<file path="src/rtl/shift_chain_pkg.sv">
// Shared types and defaults for the serial shift-chain sequencer.
// Holds the FSM state encoding and the counter-width helper.
package shift_chain_pkg;

    typedef enum logic [1:0] {
        IDLE  = 2'd0,
        SHIFT = 2'd1,
        RESP  = 2'd2
    } state_t;

    localparam int DEF_WIDTH = 8;
    localparam int DEF_DEPTH = 4;

    // The counter must reach WIDTH+DEPTH-1, which always fits in this width.
    function automatic int cnt_w(input int width, input int depth);
        return $clog2(width + depth);
    endfunction

endpackage

</file>
<file path="src/rtl/shift_chain_ctrl.sv">
// Drives a parallel command word MSB-first into a DEPTH-stage serial chain
// and returns the word captured from the chain output DEPTH cycles later.
module shift_chain_ctrl
    import shift_chain_pkg::*;
#(
    parameter int WIDTH = DEF_WIDTH,
    parameter int DEPTH = DEF_DEPTH
) (
    input  logic             clock,
    input  logic             reset,
    input  logic             io_cmd_valid,
    output logic             io_cmd_ready,
    input  logic [WIDTH-1:0] io_cmd_bits,
    input  logic             io_abort,
    output logic             io_sr_in,
    input  logic             io_sr_out,
    output logic             io_rsp_valid,
    input  logic             io_rsp_ready,
    output logic [WIDTH-1:0] io_rsp_bits,
    output logic             io_busy
);

    localparam int CNT_W = cnt_w(WIDTH, DEPTH);
    localparam logic [CNT_W-1:0] LAST_CYC  = CNT_W'(WIDTH + DEPTH - 1);
    localparam logic [CNT_W-1:0] WIDTH_CYC = CNT_W'(WIDTH);
    localparam logic [CNT_W-1:0] DEPTH_CYC = CNT_W'(DEPTH);

    state_t           r_state;
    logic [WIDTH-1:0] r_tx;
    logic [WIDTH-1:0] r_rx;
    logic [CNT_W-1:0] r_cyc;

    logic w_tx_window;
    logic w_rx_window;

    assign w_tx_window = (r_cyc < WIDTH_CYC);
    assign w_rx_window = (r_cyc >= DEPTH_CYC);

    // All outputs come from registers only; the chain input never sees a
    // combinational path from any controller input.
    assign io_cmd_ready = (r_state == IDLE);
    assign io_busy      = (r_state != IDLE);
    assign io_rsp_valid = (r_state == RESP);
    assign io_rsp_bits  = r_rx;
    assign io_sr_in     = (r_state == SHIFT) && w_tx_window && r_tx[WIDTH-1];

    always_ff @(posedge clock or negedge reset) begin
        if (!reset) begin
            r_state <= IDLE;
            r_tx    <= '0;
            r_rx    <= '0;
            r_cyc   <= '0;
        end else begin
            case (r_state)
                IDLE: begin
                    if (io_cmd_valid) begin
                        r_tx    <= io_cmd_bits;
                        r_rx    <= '0;
                        r_cyc   <= '0;
                        r_state <= SHIFT;
                    end
                end
                SHIFT: begin
                    // Abort wins over the counter advance and drops the partial word.
                    if (io_abort) begin
                        r_state <= IDLE;
                        r_tx    <= '0;
                        r_rx    <= '0;
                        r_cyc   <= '0;
                    end else begin
                        if (w_tx_window) begin
                            r_tx <= {r_tx[WIDTH-2:0], 1'b0};
                        end
                        if (w_rx_window) begin
                            r_rx <= {r_rx[WIDTH-2:0], io_sr_out};
                        end
                        if (r_cyc == LAST_CYC) begin
                            r_state <= RESP;
                        end else begin
                            r_cyc <= r_cyc + 1'b1;
                        end
                    end
                end
                RESP: begin
                    if (io_rsp_ready) begin
                        r_state <= IDLE;
                    end
                end
                default: begin
                    r_state <= IDLE;
                end
            endcase
        end
    end

endmodule

</file>
<file path="config.mk">
export PLATFORM = sky130hd
export DESIGN_NAME = shift_chain_ctrl
export DESIGN_NICKNAME = d
export VERILOG_FILES = /design/src/rtl/shift_chain_pkg.sv /design/src/rtl/shift_chain_ctrl.sv
export SDC_FILE = /design/constraint.sdc
export NUM_CORES = 1
export LEC_CHECK = 0
export CORE_MARGIN = 8
export CORE_UTILIZATION = 35
export DETAILED_ROUTE_END_ITERATION = 7
export DONT_BUFFER_PORTS = 1
export PLACE_DENSITY = 0.56
export RECOVER_POWER = 50
export SYNTH_ARGS = -nofsm -noshare
export SYNTH_HDL_FRONTEND = slang
export SYNTH_SLANG_ARGS = --single-unit
</file>
<file path="constraint.sdc">
create_clock -name clock -period 1.36 [get_ports clock]
set_clock_uncertainty 0.15 [all_clocks]
set_input_delay 0.272 -clock clock [delete_from_list [all_inputs] [get_ports clock]]
set_output_delay 0.272 -clock clock [all_outputs]
set_load 0.1 [all_outputs]
</file>
==> qor.yml <==
outcome:
  outcome: "complete, but fails checks"
  violations: "setup timing"
worst_setup_path:
  critPathKind: "flop to output port"
  path_cells: "or2b_1, nor3_4, buf_12"
  worstPathRequired_ps: 940
  cp-start-kind: "flop"
  path_max_fanout: 4
  cpPeakStageDelay_ps: 420
  slowest_stage: "dfrtp_1"
  cp.arrival_ps: 1370
  cp-end-kind: "output port"
power_and_ir_drop:
  leakagePower_nw: 0.7673
  p_per_area_mw_per_mm2: 1161
  p_sw_mw: 0.6317
  power.share.clock_pct: 25.9
  power.internal_mw: 1.331
  share_comb_of_total_power_pct: 31.9
  total_power_mw: 1.963
  ir_drop_mv: 0.6437
  sequentialPowerShare_pct: 42.1
  switching_share_pct: 32.18
min_path:
  min_path_type: "input pin to flop"
synthesis:
  syn-num-nets: 128
  syn_inst: 113
  yosys_warnings: 0
  syn_area_mm2: 0.001190
  syn_avg_cell_area_um2: 10.53
  synth.yosys.seq_area_share_pct: 46.27
  ys_ff_latch: 22
  ys_types: 29
sta:
  max_freq_mhz: 559.5
  setup-tns-final_ps: -5880
  finalSetupViolations: 33
  slew_headroom_pct: 18.58
  slew_viol_final: 0
  period_needed_ps: 1787
  worst_slack_ps: -427.3
  worst_pin_slew_ps: 1221
  period_share_pct: 131.4
  hold_violations: 0
  whs_ps: 6.120
  rsz0062_at_grt: "true"
finish:
  syn2layout_area_growth_pct: 42.06
  nets: 159
  num_antenna_cells: 0
  finalCoreUtilization_pct: 51.06
  fin_cells: 189
  layout-drive-gt1-share_pct: 36.36
  multi_input_area_um2: 584.3
  num-fill-cells: 314
  seqCellArea_um2: 576.8
grt:
  grt_max_degree: 23
  grt_pass1_vias: 1021
  grt_first_pass_wirelength_um: 4809
  grt_overflow: 0
  antenna_found_initial: 0
  grt_usage_pct: 11.36
clocking:
  cts_sinks: 22
  clk_path_buf_depth: 2
  clk_pin_slew_ps: 130
  numCtsBuffers: 3
  clk_latency_ps: 310
  cts_tree: "built"
  clockRootBuffer: "clkbuf_4"
  htree_levels: 1
floorplan:
  pin_count: 26
  die_h_um: 74.31
  fp.dieW_um: 74.31
  initial_core_util_pct: 35.94
  core_mm2: 0.003311
  die_area_mm2: 0.005521
  num_rows: 21
drt:
  via_per_inst: 4.852
  drt-initial-drc-count: 27
  routed_wl_um: 2769
  num_vias: 917
  drtAntennaViolNets: 0
  dr.pass1.iters: 2
  wl_per_cell_um: 14.65
  drc: 0
placement:
  port_buffers: 0
  globalplace.congestion: 0.7290
  dp_hpwl_um: 1947
  placed_cells: 169
run:
  max-cap-violations: 0
worst max-delay path: cells and delay by family (launching register included):
kind / cells / cell delay (ps)
buffers and inverters: 1 / 200
DFF: 1 / 420
and+or+nand+nor: 2 / 440
metal layers:
layer	vias up	wire, um	global-route usage [%]	part of all wire [%]
met5	-	0	0	0
met4	0	35	4.565	1.3
li1	445	-	-	-
met3	5	237	4.178	8.6
met2	27	1287	18.46	46
met1	440	1209	13.21	44
power groups by stage:
stage               clock network [mW]  registers, mW  logic, mW
floorplan                            0          0.833      0.374
global placement                     0          0.835      0.492
detailed placement                   0          0.839      0.508
CTS                              0.525          0.828      0.598
global route                     0.556          0.841      0.686
finish                           0.509          0.827      0.627
cells in the final DEF (no fill, tap or decap), drive strengths merged, types with 4 or more instances in the layout:
cell	n
buf	21
and4bb	7
clkbuf	4
mux2i	16
dfrtp	22
a21oi	11
dlygate4sd3	9
inv	20
nand2	10
cells in the mapped netlist, drive strengths merged:
cell,n,share of area (%)
nor2,2,0.63
nand3,2,0.84
ha,1,1.1
or2b,1,0.63
buf,3,1.8
a31oi,1,0.53
and2b,1,0.63
nor3,1,0.42
a32o,1,0.95
o21ai,2,0.84
a21oi,11,6.5
a22o,1,0.74
o2bb2ai,1,0.74
or3b,1,0.95
nor2b,2,1.3
dfrtp,22,46
clkbuf,2,0.74
nand2,10,3.2
mux2i,16,13
nor3b,1,1.6
o21bai,2,1.3
xnor2,1,0.74
nand3b,1,0.63
inv,20,6.3
and4bb,7,7.4
repair_timing:
| item | 4_1_cts | 5_1_grt |
|---|---|---|
| pin swaps | 4 | 4 |
| hold buffers | 9 | 1 |
| hold endpoints to repair | 30 | 2 |
| endpoints found under the setup margin | 33 | 56 |
| resized for setup | 15 | 10 |
| buffers inserted | 3 | 3 |
cell families after synthesis:
group | Yosys count | share of synthesized area [%]
AND/OR/NAND/NOR | 29 | 18.09
buffers and inverters | 25 | 8.832
flip-flops | 22 | 46.27
AO/OA/AOI/OAI | 19 | 11.57
multiplexers | 16 | 13.46
XOR/XNOR | 1 | 0.7362
adder cells (fa/ha/maj) | 1 | 1.051
final cells by class:
cell class	count	area share, %
flip-flops and latches	22	34.12
repair buffers	31	20.36
well taps	46	3.405
inverters	20	4.441
multi-input cells	66	34.57
clock buffers	3	1.332
clock inverters	1	1.776
registers in the layout (all words and copies together), names as in the netlist:
register / cells
r_cyc: 4
r_tx: 8
r_state: 2
io_rsp_bits: 8
through the flow:
step	setup WS (ps)	cell area, um2
3_3_place_gp	-129.9	1388
4_1_cts	-441.7	1625
3_5_place_dp	-208.7	1388
5_1_grt	-528.4	1690
2_1_floorplan	-683.1	1231
6_report	-427.3	1690
path summary, 6_finish.rpt:
kind / start / to / slack (ps) / cells after the start
worst max-delay path: r_state[1] / io_sr_in / -430 / 3
worst min-delay path: io_cmd_bits[1] / r_tx[1] / 6 / 2
worst max register to register: r_state[1] / r_cyc[2] / -340 / 6
worst min register to register: r_tx[4] / r_tx[4] / 380 / 2
max in group asynchronous: reset / io_rsp_bits[0] / 160 / 1
min in group asynchronous: reset / r_tx[3] / 20 / 1
Note: power is estimated with default switching activity, not from simulation.
